[src/rtl/dbus_router_if.sv]
// Data-bus router interface: bundles the core-side (m_*) and slave-side (s_*) bus signals.
//   m_req/m_we/m_addr/m_wdata/m_be   core request fields
//   m_gnt/m_rsp_valid/m_rdata/m_err  router replies to the core
//   s_req (one per slave), s_we/s_addr/s_wdata/s_be broadcast fields
//   s_gnt (one per slave), s_rdata (NS packed DW-wide lanes)
// Modports:
//   slave  - the router's view (it serves the core and drives the slaves)
//   master - the environment's view (core plus slave models)
interface dbus_router_if #(
  parameter int unsigned AW = 32,
  parameter int unsigned DW = 32,
  parameter int unsigned NS = 2
);
  logic             m_req;
  logic             m_we;
  logic [AW-1:0]    m_addr;
  logic [DW-1:0]    m_wdata;
  logic [DW/8-1:0]  m_be;
  logic             m_gnt;
  logic             m_rsp_valid;
  logic [DW-1:0]    m_rdata;
  logic             m_err;
  logic [NS-1:0]    s_req;
  logic             s_we;
  logic [AW-1:0]    s_addr;
  logic [DW-1:0]    s_wdata;
  logic [DW/8-1:0]  s_be;
  logic [NS-1:0]    s_gnt;
  logic [NS*DW-1:0] s_rdata;

  modport slave (
    input  m_req, m_we, m_addr, m_wdata, m_be, s_gnt, s_rdata,
    output m_gnt, m_rsp_valid, m_rdata, m_err, s_req, s_we, s_addr, s_wdata, s_be
  );

  modport master (
    output m_req, m_we, m_addr, m_wdata, m_be, s_gnt, s_rdata,
    input  m_gnt, m_rsp_valid, m_rdata, m_err, s_req, s_we, s_addr, s_wdata, s_be
  );
endinterface

[src/rtl/dbus_router.sv]
// Data-bus router: decodes each core load/store request by base/mask, forwards it to one of NS
// slaves and waits for that slave's grant. The response follows one cycle after the accept, with
// read data muxed from the slave captured in sel_q. Unmapped addresses are accepted at once and
// answered with an error.
// Ports:
//   clk  - clock, rising edge
//   rst  - asynchronous reset, active high
//   bus  - dbus_router_if.slave (core request/response and per-slave request/grant/read data)
// Compile option:
//   DBUS_TIMEOUT_EN - when defined, a request stalled for TO_CYC consecutive STALL cycles is
//                     aborted: s_req is dropped, m_gnt is raised and an error response follows.
module dbus_router #(
  parameter int unsigned      AW       = 32,
  parameter int unsigned      DW       = 32,
  parameter int unsigned      NS       = 2,
  parameter logic [NS*AW-1:0] SLV_BASE = {32'h1000, 32'h0},
  parameter logic [NS*AW-1:0] SLV_MASK = {2{32'hFFFFF000}},
  parameter int unsigned      TO_CYC   = 16
) (
  input logic          clk,
  input logic          rst,
  dbus_router_if.slave bus
);

  localparam int unsigned SW = (NS > 1) ? $clog2(NS) : 1;

  if (NS < 1 || NS > 8) begin : g_ns_chk
    $error("dbus_router: NS must be in 1..8");
  end
  if (DW % 8 != 0) begin : g_dw_chk
    $error("dbus_router: DW must be a multiple of 8");
  end
  if (TO_CYC < 2) begin : g_to_chk
    $error("dbus_router: TO_CYC must be >= 2");
  end

  typedef enum logic [0:0] {StIdle, StStall} state_e;

  state_e        st_q;
  logic [SW-1:0] sel;
  logic [SW-1:0] sel_q;
  logic          hit;
  logic          unmapped;
  logic          abort;
  logic          accept;
  logic          we_q;
  logic          err_q;
  logic          rsp_q;
  logic [DW-1:0] rdata_sel;

  // Walk from the top index down so the lowest-index hit is the one that sticks.
  always_comb begin
    hit = 1'b0;
    sel = '0;
    for (int i = NS - 1; i >= 0; i--) begin
      if ((bus.m_addr & SLV_MASK[i*AW +: AW]) == SLV_BASE[i*AW +: AW]) begin
        hit = 1'b1;
        sel = SW'(i);
      end
    end
  end

  assign unmapped = ~hit;

`ifdef DBUS_TIMEOUT_EN
  localparam int unsigned CW = $clog2(TO_CYC + 1);
  // Number of STALL cycles already spent on the current request.
  logic [CW-1:0] cnt_q;
  assign abort = ~rst & bus.m_req & (st_q == StStall) & (cnt_q == CW'(TO_CYC - 1));
`else
  assign abort = 1'b0;
`endif

  // Reset gates the request/grant paths combinationally so nothing leaks out mid-reset.
  always_comb begin
    bus.s_req = '0;
    if (!rst && bus.m_req && hit && !abort) begin
      bus.s_req[sel] = 1'b1;
    end
  end

  assign accept    = ~rst & ((bus.m_req & unmapped) | (bus.s_gnt[sel] & bus.s_req[sel]) | abort);
  assign bus.m_gnt = accept;

  assign bus.s_we    = bus.m_we;
  assign bus.s_addr  = bus.m_addr;
  assign bus.s_wdata = bus.m_wdata;
  assign bus.s_be    = bus.m_be;

  always_comb begin
    rdata_sel = '0;
    for (int i = 0; i < NS; i++) begin
      if (sel_q == SW'(i)) begin
        rdata_sel = bus.s_rdata[i*DW +: DW];
      end
    end
  end

  assign bus.m_rsp_valid = rsp_q;
  assign bus.m_err       = rsp_q & err_q;
  assign bus.m_rdata     = (rsp_q && !we_q && !err_q) ? rdata_sel : '0;

  always_ff @(posedge clk or posedge rst) begin
    if (rst) begin
      st_q  <= StIdle;
      sel_q <= '0;
      we_q  <= 1'b0;
      err_q <= 1'b0;
      rsp_q <= 1'b0;
`ifdef DBUS_TIMEOUT_EN
      cnt_q <= '0;
`endif
    end else begin
      rsp_q <= accept;
      if (accept) begin
        sel_q <= sel;
        we_q  <= bus.m_we;
        err_q <= unmapped | abort;
      end
      case (st_q)
        StIdle:  if (bus.m_req && !accept) st_q <= StStall;
        // Dropping m_req while stalled is a master violation; just fall back to idle.
        StStall: if (!bus.m_req || accept) st_q <= StIdle;
        default: st_q <= StIdle;
      endcase
`ifdef DBUS_TIMEOUT_EN
      if (st_q == StStall && bus.m_req && !accept) begin
        cnt_q <= cnt_q + 1'b1;
      end else begin
        cnt_q <= '0;
      end
`endif
    end
  end

endmodule

[src/flat_wrapper.sv]
// flat-port wrapper written by rule: the top's interface ports become plain ports
module dbus_router_flat 
#(
  parameter int unsigned      AW       = 32,
  parameter int unsigned      DW       = 32,
  parameter int unsigned      NS       = 2,
  parameter logic [NS*AW-1:0] SLV_BASE = {32'h1000, 32'h0},
  parameter logic [NS*AW-1:0] SLV_MASK = {2{32'hFFFFF000}},
  parameter int unsigned      TO_CYC   = 16
)
  (clk, rst, bus_m_req, bus_m_we, bus_m_addr, bus_m_wdata, bus_m_be, bus_s_gnt, bus_s_rdata, bus_m_gnt, bus_m_rsp_valid, bus_m_rdata, bus_m_err, bus_s_req, bus_s_we, bus_s_addr, bus_s_wdata, bus_s_be);
  dbus_router_if #(.AW(AW), .DW(DW), .NS(NS)) bus_i ();
  input logic clk;
  input logic rst;
  input wire logic [$bits(bus_i.m_req)-1:0] bus_m_req;
  input wire logic [$bits(bus_i.m_we)-1:0] bus_m_we;
  input wire logic [$bits(bus_i.m_addr)-1:0] bus_m_addr;
  input wire logic [$bits(bus_i.m_wdata)-1:0] bus_m_wdata;
  input wire logic [$bits(bus_i.m_be)-1:0] bus_m_be;
  input wire logic [$bits(bus_i.s_gnt)-1:0] bus_s_gnt;
  input wire logic [$bits(bus_i.s_rdata)-1:0] bus_s_rdata;
  output wire logic [$bits(bus_i.m_gnt)-1:0] bus_m_gnt;
  output wire logic [$bits(bus_i.m_rsp_valid)-1:0] bus_m_rsp_valid;
  output wire logic [$bits(bus_i.m_rdata)-1:0] bus_m_rdata;
  output wire logic [$bits(bus_i.m_err)-1:0] bus_m_err;
  output wire logic [$bits(bus_i.s_req)-1:0] bus_s_req;
  output wire logic [$bits(bus_i.s_we)-1:0] bus_s_we;
  output wire logic [$bits(bus_i.s_addr)-1:0] bus_s_addr;
  output wire logic [$bits(bus_i.s_wdata)-1:0] bus_s_wdata;
  output wire logic [$bits(bus_i.s_be)-1:0] bus_s_be;
  assign bus_i.m_req = bus_m_req;
  assign bus_i.m_we = bus_m_we;
  assign bus_i.m_addr = bus_m_addr;
  assign bus_i.m_wdata = bus_m_wdata;
  assign bus_i.m_be = bus_m_be;
  assign bus_i.s_gnt = bus_s_gnt;
  assign bus_i.s_rdata = bus_s_rdata;
  assign bus_m_gnt = bus_i.m_gnt;
  assign bus_m_rsp_valid = bus_i.m_rsp_valid;
  assign bus_m_rdata = bus_i.m_rdata;
  assign bus_m_err = bus_i.m_err;
  assign bus_s_req = bus_i.s_req;
  assign bus_s_we = bus_i.s_we;
  assign bus_s_addr = bus_i.s_addr;
  assign bus_s_wdata = bus_i.s_wdata;
  assign bus_s_be = bus_i.s_be;
  dbus_router #(.AW(AW), .DW(DW), .NS(NS), .SLV_BASE(SLV_BASE), .SLV_MASK(SLV_MASK), .TO_CYC(TO_CYC)) u_core (.clk(clk), .rst(rst), .bus(bus_i));
endmodule
[config.mk]
export PLATFORM = sky130hd
export DESIGN_NAME = dbus_router_flat
export DESIGN_NICKNAME = d
export VERILOG_FILES = /design/src/rtl/dbus_router_if.sv /design/src/rtl/dbus_router.sv /design/src/flat_wrapper.sv
export SDC_FILE = /design/constraint.sdc
export NUM_CORES = 1
export LEC_CHECK = 0
export ABC_AREA = 0
export BUFFER_PORTS_ARGS = -buffer_cell sky130_fd_sc_hd__buf_2
export CAP_MARGIN = 20
export CORE_AREA = 2 2 94 96
export CTS_CLUSTER_DIAMETER = 120
export DETAILED_ROUTE_END_ITERATION = 10
export DIE_AREA = 0 0 96 98
export GPL_TIMING_DRIVEN = 0
export SLEW_MARGIN = 15
export SYNTH_ARGS = -nofsm -noshare
export SYNTH_HDL_FRONTEND = slang
export SYNTH_SLANG_ARGS = --single-unit
[constraint.sdc]
create_clock -name clk -period 4.1 [get_ports clk]
set_clock_uncertainty 0.15 [all_clocks]
set_input_delay 0.615 -clock clk [delete_from_list [all_inputs] [get_ports clk]]
set_output_delay 0.615 -clock clk [all_outputs]
set_load 0.02 [all_outputs]
==> results_dict.tcl, run 1 <==
set metrics [dict create \
    place_congestion 0.706 \
    fp.dieH_um 98 \
    root_buffer "clkbuf_8" \
    syn-cell-area_sq_mm 0.00130 \
    crit_path_end_kind "primary output" \
    path_cells "buf_2 -> nor4_4 -> nand2_2 -> o31ai_4 -> inv_1 -> buf_2" \
    netlist-cell-type-count 24 \
    routed_wl_um 4720 \
    arrival_ps 1720 \
    synthesis.instances 172 \
    post-cts-setup-buffers 0 \
    p_switching_mw 0.132 \
    synth-seq-cells 4 \
    synthToLayoutAreaGrowth_pct 88.6 \
    ir_drop_mv 0.0785 \
    first_pass_iters 4 \
    finalCritPeriodShare_pct 60.6 \
    drt-wirelength-per-cell_um 9.88 \
    rows 34 \
    diodes 0 \
    post-dp-hpwl_um 4290 \
    vias_per_cell 3.75 \
    p_seq_share_pct 12.9 \
    syn_nets 310 \
    start_util_pct 15.4 \
    critPathRequiredTime_ps 3340 \
    finalSetupTns_ps 0 \
    status "finished, final reports clean" \
    tightestPinTransition_ps 440 \
    portBuffers 195 \
    ant_nets 0 \
    antenna_found_initial 0 \
    clk_latency_ps 210 \
    pwr-share-clk_pct 23.5 \
    syn_avg_cell_area_sq_um 7.57 \
    drv_cap 0 \
    cp_common_cell "buf_2" \
    cts_sinks 4 \
    hold_viol_final 0 \
    core-area_sq_mm 0.00847 \
    yosysWarnings 0 \
    cts_tree "yes" \
    dieArea_sq_mm 0.00941 \
    relSlewSlack_pct 70.6 \
    finalSetupViolCount 0 \
    drv_slew 0 \
    drc 0 \
    final_layout_size_suffix_gt1_share_pct 75.1 \
    fmax_mhz 402 \
    cpLargestDelayFamily "simple AND/OR/NAND/NOR gates" \
    cts_buffer_depth 2 \
    power_density_mw_per_mm2 142 \
    r2r-start "u_core.sel_q" \
    ctsResizeCount 0 \
    path_max_fanout 4 \
    crit_path_start "bus_m_addr[21]" \
    fillers 950 \
    chipWidth_um 96 \
    p_leak_nw 1.41 \
    hold-worst-slack_ps 154 \
    clk_pin_slew_worst_paths_ps 30 \
    io_pins 244 \
    grtUsageTotal_pct 8.76 \
    cts_max_level 1 \
    cp-start-kind "input pin" \
    intPower_mw 0.218 \
    cts_buffers 3 \
    grt_pass1_wl_um 6760 \
    grt_pass1_vias 1592 \
    p_sw_share_pct 37.7 \
    path_buf_inv 3 \
    critical-path-max-stage-delay_ps 310 \
    hold_path.class "in2async" \
    fin_nets 510 \
    via_count 1793 \
    overflow 0 \
    critPathSlowestCell "nor4_4" \
    ctsHoldBuffers 0 \
    regArea_sq_um 100 \
    grt_setup_unrepaired "false" \
    multiInputGateArea_sq_um 633 \
    first_iter_violations 8 \
    p_comb_share_pct 63.6 \
    yosysSeqAreaShare_pct 7.69 \
    grt_max_degree 11 \
    crit_type "in2out" \
    timing.final.crit_period_ps 2490 \
]
==> final cells by class <==
| type | instances | area share [%] |
|---|---|---|
| Sequential cell | 4 | 4.08 |
| Inverter | 5 | 0.765 |
| Buffer | 76 | 22.4 |
| Tap cell | 108 | 5.51 |
| Timing Repair Buffer | 195 | 39.8 |
| Multi-Input combinational cell | 87 | 25.8 |
| Clock buffer | 3 | 1.68 |
==> state kept, by name (all words and copies together) (netlist names) <==
name	flops
u_core.sel_q	1
u_core.bus.m_rsp_valid	1
u_core.err_q	1
u_core.we_q	1
==> final timing paths <==
path	end	slack (ps)	cells past startpoint
worst min-delay path	u_core.err_q	150	2
worst min register to register	u_core.we_q	350	1
max in group asynchronous	u_core.sel_q	3480	2
min in group clk	u_core.we_q	350	1
worst max register to register	u_core.sel_q	2810	3
worst max-delay path	bus_m_gnt	1610	6
==> routing by layer <==
metal | up-vias | GRT usage, % | wire length, um
met5 | - | 0 | 0
met4 | 0 | 1.98 | 19
met3 | 2 | 1.23 | 526
met2 | 124 | 17.5 | 2550
met1 | 774 | 9.31 | 1630
li1 | 893 | - | -
==> cells in the final DEF (no fill, tap or decap) <==
cell type,count
buf_2,199
buf_4,69
nor2_1,34
mux2i_1,33
inv_1,4
dfrtp_1,4
nor4_2,3
clkbuf_8,3
nand2_1,2
o21ai_0,2
nor4_1,2
clkbuf_1,2
nor4_4,1
nand2_2,1
clkinv_1,1
nor3_1,1
nand3_2,1
nor2b_1,1
o31ai_4,1
mux2_1,1
buf_1,1
and2_1,1
a21oi_1,1
o22ai_1,1
a22o_1,1
==> stage by stage <==
step	cell area (sq um)	power [mW]	instances	setup slack, ps	utilization, %
6_report	2450	0.350	478	1610	29.0
5_1_grt	2450	0.376	478	1530	29.0
3_5_place_dp	2410	0.270	475	1580	28.5
3_3_place_gp	2410	0.267	475	1580	28.5
2_1_floorplan	1300	0.179	172	1620	-
4_1_cts	2450	0.355	478	1580	29.0
==> power groups by stage <==
stage	clock (mW)	sequential, mW	combinational [mW]
finish	0.0822	0.0451	0.222
global placement	0	0.0453	0.222
floorplan	0	0.0454	0.133
detailed placement	0	0.0456	0.224
CTS	0.0852	0.0451	0.225
global route	0.0898	0.0454	0.240
==> cells by family (layout without fill, tap and decap cells) <==
| group | Yosys count | in the layout | share of synthesized area (%) |
|---|---|---|---|
| AOI/OAI and AO/OA | 6 | 6 | 3.94 |
| buffers and inverters | 81 | 279 | 43.7 |
| DFF | 4 | 4 | 7.69 |
| muxes | 34 | 34 | 26.3 |
| and+or+nand+nor | 47 | 47 | 18.5 |
==> cell usage after synthesis <==
library cell	count	area [sq um]
nor3_1	1	5.00
buf_2	4	20.0
nor4_2	3	37.5
o31ai_4	1	21.3
clkinv_1	1	3.75
clkbuf_1	2	7.51
a21oi_1	1	5.00
o22ai_1	1	6.26
inv_1	4	15.0
buf_1	1	3.75
mux2_1	1	11.3
buf_4	69	518
o21ai_0	2	10.0
nor4_4	1	21.3
nand2_1	2	7.51
nand2_2	1	6.26
nand3_2	1	10.0
nor2_1	34	128
mux2i_1	33	330
nor4_1	2	12.5
and2_1	1	6.26
nor2b_1	1	6.26
a22o_1	1	8.76
dfrtp_1	4	100
(Power assumes the default switching activity.)
==> run 2: changes to the inputs <==
--- a/config.mk
+++ b/config.mk
@@ -8,10 +8,10 @@
 export ABC_AREA = 0
 export BUFFER_PORTS_ARGS = -buffer_cell sky130_fd_sc_hd__buf_2
 export CAP_MARGIN = 20
-export CORE_AREA = 2 2 94 96
+export CORE_AREA = 2 2 96 98
 export CTS_CLUSTER_DIAMETER = 120
 export DETAILED_ROUTE_END_ITERATION = 10
-export DIE_AREA = 0 0 96 98
+export DIE_AREA = 0 0 98 100
 export GPL_TIMING_DRIVEN = 0
 export SLEW_MARGIN = 15
 export SYNTH_ARGS = -nofsm -noshare
==> constraint.sdc (replaced) <==
create_clock -name clk -period 2.5 [get_ports clk]
set_clock_uncertainty 0.15 [all_clocks]
set_input_delay 0.375 -clock clk [delete_from_list [all_inputs] [get_ports clk]]
set_output_delay 0.375 -clock clk [all_outputs]
set_load 0.02 [all_outputs]
==> run 2 against run 1 <==
Net effect:
- critical path type unchanged
- register-to-register slack got worse by 1600 ps
- die area rose by 4.2%
- final cell count up 0.84%
==> results_dict.tcl, run 2 (same netlist as run 1, synthesis figures left out) <==
set metrics [dict create \
    status "finished, final reports clean" \
    crit_type "in2out" \
    hold_start "bus_m_we" \
    fillers 961 \
    finalCritPeriodShare_pct 93.9 \
    critical-path-max-stage-delay_ps 530 \
    cts_buffers 3 \
    overflow 0 \
    chipWidth_um 98 \
    dieArea_sq_mm 0.00980 \
    fp.dieH_um 100 \
    ir_drop_mv 0.101 \
    grt_setup_unrepaired "false" \
    crit_path_end_kind "primary output" \
    post-cts-setup-buffers 0 \
    synthToLayoutAreaGrowth_pct 90.8 \
    hold_path.class "in2reg" \
    finalSetupViolCount 0 \
    drv_cap 0 \
    p_leak_nw 1.42 \
    whs_endpoint "u_core.we_q" \
    post-dp-hpwl_um 4250 \
    rows 35 \
    final_layout_size_suffix_gt1_share_pct 75.7 \
    root_buffer "clkbuf_8" \
    start_util_pct 14.6 \
    layout_common_cells "buf_2 (199), buf_4 (69), nor2_1 (34)" \
    drt-wirelength-per-cell_um 9.99 \
    first_pass_iters 6 \
    cts_tree "yes" \
    finalSetupTns_ps 0 \
    grt_max_degree 11 \
    routed_wl_um 4810 \
    vias_per_cell 3.69 \
    r2r_slack_ps 1190 \
    fin_nets 511 \
    ant_nets 0 \
    path_buf_inv 4 \
    core-area_sq_mm 0.00889 \
    cp_common_cell "buf_2" \
    portBuffers 195 \
    r2r_end "u_core.sel_q" \
    critPathSlowestCell "dlygate4sd3_1" \
    cts_buffer_depth 2 \
    grtUsageTotal_pct 8.60 \
    cp-start-kind "input pin" \
    r2r-start "u_core.sel_q" \
    relSlewSlack_pct 66.4 \
    power_density_mw_per_mm2 232 \
    path_cells "dlygate4sd3_1 -> buf_2 -> inv_1 -> nand2_2 -> nor4_2 -> buf_2" \
    cts_sinks 4 \
    path_max_fanout 5 \
    pwr-share-clk_pct 23.4 \
    clk_latency_ps 210 \
    r2r_cells 3 \
    cpLargestDelayFamily "buffers and inverters" \
    p_sw_share_pct 37.7 \
    grt_pass1_vias 1551 \
    grt_pass1_wl_um 6960 \
    pre_cts_ws_ps 485 \
    arrival_ps 1820 \
    timing.final.crit_period_ps 2350 \
    final_common_cell "buf_2" \
    io_pins 244 \
    intPower_mw 0.358 \
    hold_depth 2 \
    drv_slew 0 \
    p_switching_mw 0.217 \
    cts_max_level 1 \
    timing.final.ws_setup_ps 152 \
    p_total_mw 0.575 \
    diodes 0 \
    place_congestion 0.708 \
    fmax_mhz 426 \
    tightestPinTransition_ps 504 \
    first_iter_violations 19 \
    p_comb_share_pct 63.7 \
    antenna_found_initial 0 \
    clk_pin_slew_worst_paths_ps 30 \
    via_count 1778 \
    hold_viol_final 0 \
    p_seq_share_pct 12.8 \
    critPathRequiredTime_ps 1980 \
    drc 0 \
]
==> run 2: changes by cell type in the layout (fill, tap and decap cells not counted) <==
| cell | previous run | this run |
|---|---|---|
| nand2_1 | 2 | 1 |
| nor4_2 | 3 | 5 |
| dlygate4sd3_1 | 0 | 1 |
| nor4_1 | 2 | 0 |
| nand2_2 | 1 | 2 |
==> run 2: metal layers <==
| layer | global-route usage [%] | part of all wire, % | up-vias |
|---|---|---|---|
| met4 | 1.60 | 0.39 | 0 |
| met3 | 2.37 | 13 | 2 |
| met1 | 9.62 | 35 | 743 |
| met2 | 16.4 | 51 | 142 |
| li1 | - | - | 891 |
| met5 | 0 | 0 | - |
==> run 2: power groups by stage <==
stage          sequential, mW  combinational, mW  clock (mW)
4_1_cts                0.0739              0.369       0.140
3_3_place_gp           0.0744              0.364           0
3_5_place_dp           0.0746              0.367           0
5_1_grt                0.0747              0.395       0.149
2_1_floorplan          0.0744              0.219           0
6_report               0.0739              0.366       0.135
==> run 2: layout make-up <==
| type | count | area [sq um] | share of cell area (%) |
|---|---|---|---|
| Multi-Input combinational cell | 87 | 648 | 26.1 |
| Inverter | 5 | 18.8 | 0.756 |
| Sequential cell | 4 | 100 | 4.03 |
| Timing Repair Buffer | 196 | 986 | 39.7 |
| Buffer | 76 | 549 | 22.1 |
| Tap cell | 111 | 139 | 5.59 |
| Clock buffer | 3 | 41.3 | 1.66 |
==> run 2: worst max-delay path by stage <==
stage,start,to,slack (ps),depth (start not counted)
final,rst,bus_s_req[1],150,6
after floorplan,bus_m_addr[17],bus_s_req[0],500,3
after CTS,rst,bus_s_req[0],40,6
after detailed placement,bus_m_addr[22],bus_s_req[0],490,5
after global placement,bus_m_addr[22],bus_s_req[0],480,5
after global routing,rst,bus_s_req[0],50,6
==> run 2: metrics by stage <==
stage / hold WS [ps] / cell area (sq um) / util, % / instances
after CTS: 241 / 2470 / 27.8 / 482
after global routing: 248 / 2480 / 27.9 / 482
final: 246 / 2480 / 27.9 / 482
after global placement: 127 / 2420 / 27.2 / 478
after floorplan: -0.784 / 1300 / - / 172
after detailed placement: 138 / 2420 / 27.2 / 478
==> run 2: repair_timing <==
action                                 4_1_cts  5_1_grt
hold buffers                                 1        0
setup endpoints to repair                    0        2
resized for setup                            0        3
endpoints found under the hold margin        4        0
==> run 3: changes to the inputs <==
--- a/config.mk
+++ b/config.mk
@@ -6,13 +6,14 @@
 export NUM_CORES = 1
 export LEC_CHECK = 0
 export ABC_AREA = 0
-export BUFFER_PORTS_ARGS = -buffer_cell sky130_fd_sc_hd__buf_2
 export CAP_MARGIN = 20
 export CORE_AREA = 2 2 96 98
 export CTS_CLUSTER_DIAMETER = 120
 export DETAILED_ROUTE_END_ITERATION = 10
 export DIE_AREA = 0 0 98 100
+export DONT_BUFFER_PORTS = 1
 export GPL_TIMING_DRIVEN = 0
+export PLACE_DENSITY = 0.3
 export SLEW_MARGIN = 15
 export SYNTH_ARGS = -nofsm -noshare
 export SYNTH_HDL_FRONTEND = slang
==> run 3 against run 2 <==
Net effect:
- clock power about the same
- non-clock buffer count fell by 195
- sequential power up 1%
- setup slack improved by 200 ps
- via count down 36%
- flip-flop and latch count unchanged
- first-iteration DRC count increased by 5.3%
- die area unchanged
- wire length decreased by 20%
- largest power group unchanged
==> results_dict.tcl, run 3 (same netlist as run 1, synthesis figures left out) <==
set metrics [dict create \
    status "finished, final reports clean" \
    rows 35 \
    hold_depth 1 \
    power_density_mw_per_mm2 297 \
    ant_nets 0 \
    chipWidth_um 98 \
    antenna_found_initial 0 \
    crit_cells 3 \
    fin_nets 316 \
    first_pass_iters 4 \
    ir_drop_mv 0.124 \
    finalCritPeriodShare_pct 86.1 \
    critPathSlowestCell "dfrtp_1" \
    tightestPinTransition_ps 978 \
    p_total_mw 0.443 \
    dieArea_sq_mm 0.00980 \
    via_count 1135 \
    root_buffer "clkbuf_8" \
    drv_cap 0 \
    core-area_sq_mm 0.00889 \
    finalSetupViolCount 0 \
    diodes 0 \
    post-dp-hpwl_um 3430 \
    fp.dieH_um 100 \
    io_pins 244 \
    cts_sinks 4 \
    cts_max_level 1 \
    final_common_cell "buf_4" \
    hold_viol_final 0 \
    crit_path_end_kind "primary output" \
    layout_common_cells "buf_4 (69), nor2_1 (34), mux2i_1 (33)" \
    arrival_ps 1630 \
    fillers 1004 \
    r2r_cells 3 \
    cts_tree "yes" \
    cpLargestDelayFamily "simple AND/OR/NAND/NOR gates" \
    cp-start-kind "register" \
    grt_pass1_vias 971 \
    vias_per_cell 3.95 \
    first_iter_violations 20 \
    grt_setup_unrepaired "false" \
    crit_type "reg2out" \
    place_congestion 0.655 \
    cts_buffers 3 \
    ctsResizeCount 0 \
    finalSetupTns_ps 0 \
    critical-path-max-stage-delay_ps 460 \
    drv_slew 0 \
    critPathRequiredTime_ps 1980 \
    path_buf_inv 1 \
    cts_buffer_depth 2 \
    path_max_fanout 10 \
    clk_pin_slew_worst_paths_ps 30 \
    synthToLayoutAreaGrowth_pct 14.6 \
    timing.final.crit_period_ps 2150 \
    p_leak_nw 0.593 \
    path_cells "nand2_1 -> clkbuf_1 -> nor2_1" \
    overflow 0 \
    drc 0 \
    final_layout_size_suffix_gt1_share_pct 47.2 \
    grt_pass1_wl_um 4790 \
    grtUsageTotal_pct 6.23 \
    clk_latency_ps 210 \
    fmax_mhz 464 \
    start_util_pct 14.6 \
    relSlewSlack_pct 34.2 \
    portBuffers 0 \
    routed_wl_um 3840 \
    drt-wirelength-per-cell_um 13.4 \
    hold_path.class "in2reg" \
    grt_max_degree 11 \
]
-- run 3: changes by cell type in the layout (fill, tap and decap cells not counted) --
cell	change
buf_2	-195
nor4_1	+2
nor4_2	-2
nand2_2	-1
nand2_1	+1
-- run 3: final cells by class --
cell class | count | area, sq um | area share (%)
plain buffers | 76 | 549 | 36.8
clock buffers | 3 | 41.3 | 2.77
inverters | 5 | 18.8 | 1.26
multi-input cells | 87 | 633 | 42.4
flip-flops and latches | 4 | 100 | 6.71
well taps | 111 | 139 | 9.31
repair buffers | 1 | 10.0 | 0.671
-- run 3: power breakdown --
group          switching [mW]  internal (mW)
Clock                  0.0330          0.103
Sequential            0.00455         0.0705
Combinational           0.137         0.0956
Total                   0.174          0.269
-- run 3: path summary, 6_finish.rpt --
check,start,endpoint,slack [ps]
min in group asynchronous,rst,u_core.bus.m_rsp_valid,350
max in group asynchronous,rst,u_core.sel_q,1680
hold / removal,bus_m_we,u_core.we_q,140
setup reg to reg,u_core.sel_q,u_core.sel_q,1210
hold reg to reg,u_core.we_q,u_core.we_q,330
setup / recovery,u_core.bus.m_rsp_valid,bus_m_rdata[28],350
-- run 3: what timing repair did --
action,CTS,global route
endpoints found under the hold margin,4,0
hold buffers,1,0
setup buffers,0,0
-- run 3: stage by stage --
stage	setup slack [ps]	area, sq um	cells	utilization [%]	hold slack, ps
CTS	270	1490	287	16.8	140
finish	347	1490	287	16.8	142
global route	183	1490	287	16.8	157
detailed placement	268	1440	283	16.2	23.8
global placement	299	1440	283	16.2	27.2
floorplan	504	1300	172	-	-0.784
-- run 3: metal layers --
| metal | GRT usage (%) | routed length [um] | up-vias |
|---|---|---|---|
| met5 | 0 | 0 | - |
| met4 | 1.28 | 24 | 0 |
| met3 | 1.39 | 462 | 4 |
| met2 | 13.0 | 2130 | 128 |
| met1 | 6.20 | 1220 | 499 |
| li1 | - | - | 504 |
